<file path="src/rtl/shift_reg_universal.sv">
// ============================================================================
// Module      : shift_reg_universal
// Description : Parametrised universal shift register (hold, shift, load,
//               rotate) with a frame counter for deserialiser use.
// Revision    : 1.0 - initial release
// ============================================================================
`default_nettype none

module shift_reg_universal #(
  parameter int               WIDTH     = 4,
  parameter logic [WIDTH-1:0] RESET_VAL = '0,
  localparam int              CW        = $clog2(WIDTH + 1)
) (
  input  logic             clk,
  input  logic             reset,
  input  logic             en,
  input  logic [2:0]       mode,
  input  logic             sin_r,
  input  logic             sin_l,
  input  logic [WIDTH-1:0] d,
  output logic [WIDTH-1:0] q,
  output logic             sout_l,
  output logic             sout_r,
  output logic [CW-1:0]    cnt,
  output logic             frame_done
);

  localparam logic [2:0] C_MODE_HOLD = 3'b000;
  localparam logic [2:0] C_MODE_SL   = 3'b001;
  localparam logic [2:0] C_MODE_SR   = 3'b010;
  localparam logic [2:0] C_MODE_LOAD = 3'b011;
  localparam logic [2:0] C_MODE_ROL  = 3'b100;
  localparam logic [2:0] C_MODE_ROR  = 3'b101;

  localparam logic [CW-1:0] C_CNT_LAST = CW'(WIDTH - 1);
  localparam logic [CW-1:0] C_CNT_ONE  = CW'(1);

  logic [WIDTH-1:0] r_q;
  logic [CW-1:0]    r_cnt;
  logic             r_frame_done;

  logic [WIDTH-1:0] w_q_next;
  logic             w_is_shift;
  logic             w_is_load;
  logic             w_cnt_last;

  always_comb begin
    w_q_next   = r_q;
    w_is_shift = 1'b0;
    w_is_load  = 1'b0;
    case (mode)
      C_MODE_HOLD: w_q_next = r_q;
      C_MODE_SL: begin
        w_q_next   = {r_q[WIDTH-2:0], sin_r};
        w_is_shift = 1'b1;
      end
      C_MODE_SR: begin
        w_q_next   = {sin_l, r_q[WIDTH-1:1]};
        w_is_shift = 1'b1;
      end
      C_MODE_LOAD: begin
        w_q_next  = d;
        w_is_load = 1'b1;
      end
      C_MODE_ROL: begin
        w_q_next   = {r_q[WIDTH-2:0], r_q[WIDTH-1]};
        w_is_shift = 1'b1;
      end
      C_MODE_ROR: begin
        w_q_next   = {r_q[0], r_q[WIDTH-1:1]};
        w_is_shift = 1'b1;
      end
      default: w_q_next = r_q;  // reserved encodings hold
    endcase
  end

  assign w_cnt_last = (r_cnt == C_CNT_LAST);

  // The counter wraps on the same edge that shifts in the last bit of a
  // frame, so q holds the complete frame while frame_done is high.
  always_ff @(posedge clk) begin
    if (reset) begin
      r_q          <= RESET_VAL;
      r_cnt        <= '0;
      r_frame_done <= 1'b0;
    end else if (!en) begin
      r_frame_done <= 1'b0;
    end else begin
      r_q <= w_q_next;
      if (w_is_load) begin
        r_cnt        <= '0;
        r_frame_done <= 1'b0;
      end else if (w_is_shift) begin
        if (w_cnt_last) begin
          r_cnt        <= '0;
          r_frame_done <= 1'b1;
        end else begin
          r_cnt        <= r_cnt + C_CNT_ONE;
          r_frame_done <= 1'b0;
        end
      end else begin
        r_frame_done <= 1'b0;
      end
    end
  end

  assign q          = r_q;
  assign sout_l     = r_q[WIDTH-1];
  assign sout_r     = r_q[0];
  assign cnt        = r_cnt;
  assign frame_done = r_frame_done;

endmodule

`default_nettype wire

</file>
<file path="config.mk">
export PLATFORM = sky130hd
export DESIGN_NAME = shift_reg_universal
export DESIGN_NICKNAME = d
export VERILOG_FILES = /design/src/rtl/shift_reg_universal.sv
export SDC_FILE = /design/constraint.sdc
export NUM_CORES = 1
export LEC_CHECK = 0
export ABC_AREA = 1
export CAP_MARGIN = 20
export CELL_PAD_IN_SITES_DETAIL_PLACEMENT = 0
export CELL_PAD_IN_SITES_GLOBAL_PLACEMENT = 1
export CORE_UTILIZATION = 24
export DETAILED_ROUTE_END_ITERATION = 10
export PLACE_DENSITY_LB_ADDON = 0.1
export SYNTH_ARGS = -nofsm -noshare
export SYNTH_HDL_FRONTEND = slang
export SYNTH_SLANG_ARGS = --single-unit
</file>
<file path="constraint.sdc">
create_clock -name clk -period 0.9 [get_ports clk]
set_clock_uncertainty 0.1 [all_clocks]
set_input_delay 0.09 -clock clk [delete_from_list [all_inputs] [get_ports clk]]
set_output_delay 0.09 -clock clk [all_outputs]
set_load 0.05 [all_outputs]
</file>
-- Word level (Yosys, flattened, before mapping)
Index checks and enable logic that the tools add are counted.
- bits in registers: 8
- output and inout bits: 10
- add/subtract/negate cells: 1
- equality and inequality tests: 6
- muxes and demuxes: 7
- bitwise operators: 2
- reduce and logical (&&, ||, !) cells: 6
- operators by type and width (operator ; count):
    case mux 4 bit (5 select lines) ; 1
    == test 3 x 2 -> 1 bit, second input constant ; 3
    2-to-1 mux 3 bit ; 3
    OR reduction 4 bit ; 2
    == test 3 bit, second input constant ; 2
    nonzero test 5 bit ; 1
    AND reduction 2 bit ; 2
    adder 3 x 1 -> 3 bit, second input constant ; 1
    == test 3 x 1 -> 1 bit, second input constant ; 1
    2-to-1 mux 1 bit ; 3
    NOT 1 bit ; 2
    nonzero test 2 bit ; 1

-- Longest topological paths before layout
- word-level depth: 5
- depth in mapped cells: 8

-- Worst setup path before layout
No wires, ideal clock.
- path kind: reg-to-reg
- start: register r_cnt[0] (netlist: cnt[0])
- end: register r_cnt[0] (netlist: cnt[0])
- setup time: 118 ps
- arrival: 1129 ps
- required time: 682 ps
- path slack: -447 ps
- cell stages (with the launch flop): 5
- path buffers: 0
- period minus slack after synthesis: 1347 ps
- cell sequence: dfxtp_1 -> ha_1 -> nand2_1 -> nand3b_1 -> a21oi_1
- cells in the longest elaborated chain, start to end: 4
- elaborated cells between the ends (all ways): 5
- RTL lines (item ; RTL line ; source):
    start: declaration ; 39 ; logic [CW-1:0] r_cnt;
    start signal: assignment ; 98 ; r_cnt <= r_cnt + C_CNT_ONE;
    adder 3 x 1 -> 3 bit / == test 3 x 2 -> 1 bit (equally long branches) ; 98, 77 ;
    2-to-1 mux 3 bit (*) ; 94 ; if (w_cnt_last) begin
    2-to-1 mux 3 bit (*) ; 93 ; end else if (w_is_shift) begin
    2-to-1 mux 3 bit (*) ; 90 ; if (w_is_load) begin
Every way passes the cells marked *; elsewhere a longest branch is shown, timed or not. The select of a mux whose other input is x is not followed.
A chain may end at the register's enable or synchronous reset.

-- Worst setup path after layout
- start: register r_cnt[0] (netlist: cnt[0])
- end: output cnt[0]
- RTL lines (item ; RTL line ; source):
    end: declaration ; 24 ; output logic [CW-1:0] cnt,
No word-level cell between the ends.

==> impl_metrics.json <==
{
  "p_per_area_nw_per_um2": 1110,
  "synth_seq_area_share_pct": 32.7,
  "clock_path_buffers": 2,
  "endpoint_kind": "output port",
  "syn_area_um2": 490,
  "syn_nets": 82,
  "status": "finished with violations",
  "vias": 604,
  "ios": 22,
  "grt_max_degree": 9,
  "whs_endpoint": "frame_done",
  "met2_usage_pct": 22.8,
  "crit_path_start_kind": "flip-flop",
  "fin_nets": 121,
  "ir_worst_vdd_uv": 743,
  "top_usage_layer": "met2",
  "clock_latency_ns": 0.26,
  "cts_tree": "built",
  "synth_top_area_share_pct": 32.7,
  "crit_path_cell_trace": "buf_6, buf_12",
  "drc": 0,
  "ys_types": 21,
  "root_buffer": "clkbuf_4",
  "grt_pass1_vias": 548,
  "final_antenna_net_count": 0,
  "cap_violations": 0,
  "synth_area_leaders": "dfxtp_1 (33%), a21oi_1 (10%), nand2_1 (8.4%)",
  "synth_seq_cells": 8,
  "routabilityCongestion": 0.730,
  "finalCriticalPeriod_ns": 1.06,
  "wl_per_cell_um": 10.9,
  "fin_ws_ns": -0.162,
  "violations": "negative setup slack",
  "grt_pass1_wl_um": 2310,
  "clkSlewWorstSetupHoldPaths_ns": 0.06,
  "drt_iter0_markers": 3,
  "syn2layout_area_growth_pct": 124,
  "yosysTopAreaCell": "dfxtp_1",
  "cts-hold-fix-buffers": 0,
  "grt-ovfl-total": 0,
  "r2r-end": "q[0]",
  "dieArea_um2": 2230,
  "pre_cts_slack_ns": -0.606,
  "rrSetupSlack_ns": -0.13,
  "syn_inst": 69,
  "report.final.hold_viol_count": 0,
  "clock_sink_count": 8,
  "tightest_slew_ns": 0.178,
  "fmax_mhz": 942,
  "grtUsageTotal_pct": 14.8,
  "final_layout_size_suffix_gt1_share_pct": 66.4,
  "p_leak_uw": 0.000449,
  "syn_area_per_cell_um2": 7.11,
  "grt_use_met1_pct": 20.2,
  "firstDrtPassIters": 4,
  "rows": 15,
  "crit_path_max_incr_delay_ns": 0.36,
  "h-tree-depth": 1,
  "cts_buffers": 3,
  "grt_setup_unrepaired": "true",
  "portBuffers": 21,
  "crit_fanout": 3,
  "setup_viol_count_final": 16,
  "tns_ns": -1.45,
  "crit_type": "flip-flop to output port",
  "placeableCoreArea_um2": 1820,
  "cp_slowest_cell": "dfxtp_4",
  "viasPerCell": 4.58,
  "regToRegStartpoint": "q[3]",
  "reg2regPathDepth": 7,
  "yosys_warnings": 0,
  "grtUsageMet3_pct": 5.77,
  "fin_crit_sh_pct": 118,
  "arrival_ns": 0.87,
  "start_util_pct": 26.9,
  "drv_slew": 0,
  "relSlewSlack_pct": 88.1,
  "insertedDiodeCount": 0,
  "hold_class": "input port to flip-flop",
  "dp_hpwl_um": 1010,
  "critPathRequiredTime_ns": 0.71,
  "totalWireLength_um": 1430,
  "min_from": "mode[0]",
  "grt_antenna_before_repair": 0,
  "fp.dieH_um": 47.2,
  "hold_depth": 3,
  "dieWidth_um": 47.2
}
-- critical path, delay by kind of cell (launching register included) --
family                 cells  cell delay (ns)
buffers and inverters      2             0.26
flip-flops                 1             0.36
-- cell usage after synthesis --
cell	count
nand2_1	11
a21oi_1	10
dfxtp_1	8
o21ai_1	7
inv_1	4
inv_2	4
nand4_1	4
nor2_1	4
nand3_1	3
buf_4	2
nand2_2	2
a21boi_0	1
a21oi_2	1
a22oi_1	1
ha_1	1
inv_4	1
nand2_4	1
nand3_2	1
nand3b_1	1
nor2_4	1
o21ai_2	1
-- per-stage QoR --
stage	utilization (%)	hold slack [ns]	std cells	power, uW	cell area, um2
2_1_floorplan	-	0.0433	69	614	537
3_3_place_gp	51.5	0.417	123	843	938
3_5_place_dp	51.5	0.405	123	841	938
4_1_cts	57.8	0.211	131	1210	1050
5_1_grt	60.4	0.125	132	1300	1100
6_report	60.4	0.110	132	1230	1100
-- report_power, final --
group	switching, uW	total (uW)	leakage (uW)	internal [uW]
sequential	23.7	393	0.0000709	369
clock	134	304	0.0000150	170
combinational	266	529	0.000363	263
total	423	1230	0.000449	803
-- routing by layer --
metal  part of all wire (%)  vias to the layer above
met2                     47                       15
li1                       -                      311
met4                   0.42                        0
met3                    5.4                        2
met1                     47                      276
met5                      0                        -
-- how the worst max path moves through the flow --
stage                 start      to
finish               cnt[0]  cnt[0]
global route           q[3]  sout_l
global placement    mode[2]    q[1]
CTS                  cnt[0]  cnt[0]
floorplan            cnt[1]  cnt[0]
detailed placement  mode[1]  cnt[0]
-- repair_timing --
action	CTS	global route
resized for setup	24	22
buffers inserted	5	1
endpoints found under the setup margin	18	18
pin swaps	3	11
-- placed cells by master (no fill, tap or decap) --
master,count
inv_6,1
nor2_4,1
o21ai_4,1
a22oi_2,1
inv_1,2
nand3b_1,1
buf_6,7
o21ai_2,4
a21boi_2,1
nand2_4,3
a21oi_4,1
a21oi_2,4
a21oi_1,6
dlygate4sd2_1,1
nand4_1,4
buf_4,8
clkbuf_2,1
nand3_1,1
nand2_1,7
clkbuf_1,1
dfxtp_4,7
nor2_1,3
buf_2,2
clkdlybuf4s50_1,7
clkbuf_4,3
nor2_2,1
nand2_2,4
inv_4,2
o21ai_1,3
inv_2,4
dfxtp_2,1
buf_12,10
ha_4,1
nand3_2,3
-- sequential cells by signal, indices dropped and copies added (netlist names) --
| name | cells |
|---|---|
| q | 4 |
| cnt | 3 |
| frame_done | 1 |
-- logic make-up (layout without fill, tap and decap cells) --
| family | after synthesis | count (layout) | share of synthesized area, % |
|---|---|---|---|
| AO/OA/AOI/OAI | 21 | 21 | 24.0 |
| adder cells (fa/ha/maj) | 1 | 1 | 2.55 |
| buffers and inverters | 11 | 49 | 10.5 |
| flip-flops | 8 | 8 | 32.7 |
| AND/OR/NAND/NOR | 28 | 28 | 30.4 |
-- final cells by class --
type / count / area (um2)
Multi-Input combinational cell: 50 / 378
Clock buffer: 4 / 26.3
Tap cell: 25 / 31.3
Inverter: 9 / 43.8
Fill cell: 177 / 721
Timing Repair Buffer: 36 / 433
Sequential cell: 8 / 188
Power figures use the tool's default switching activity.
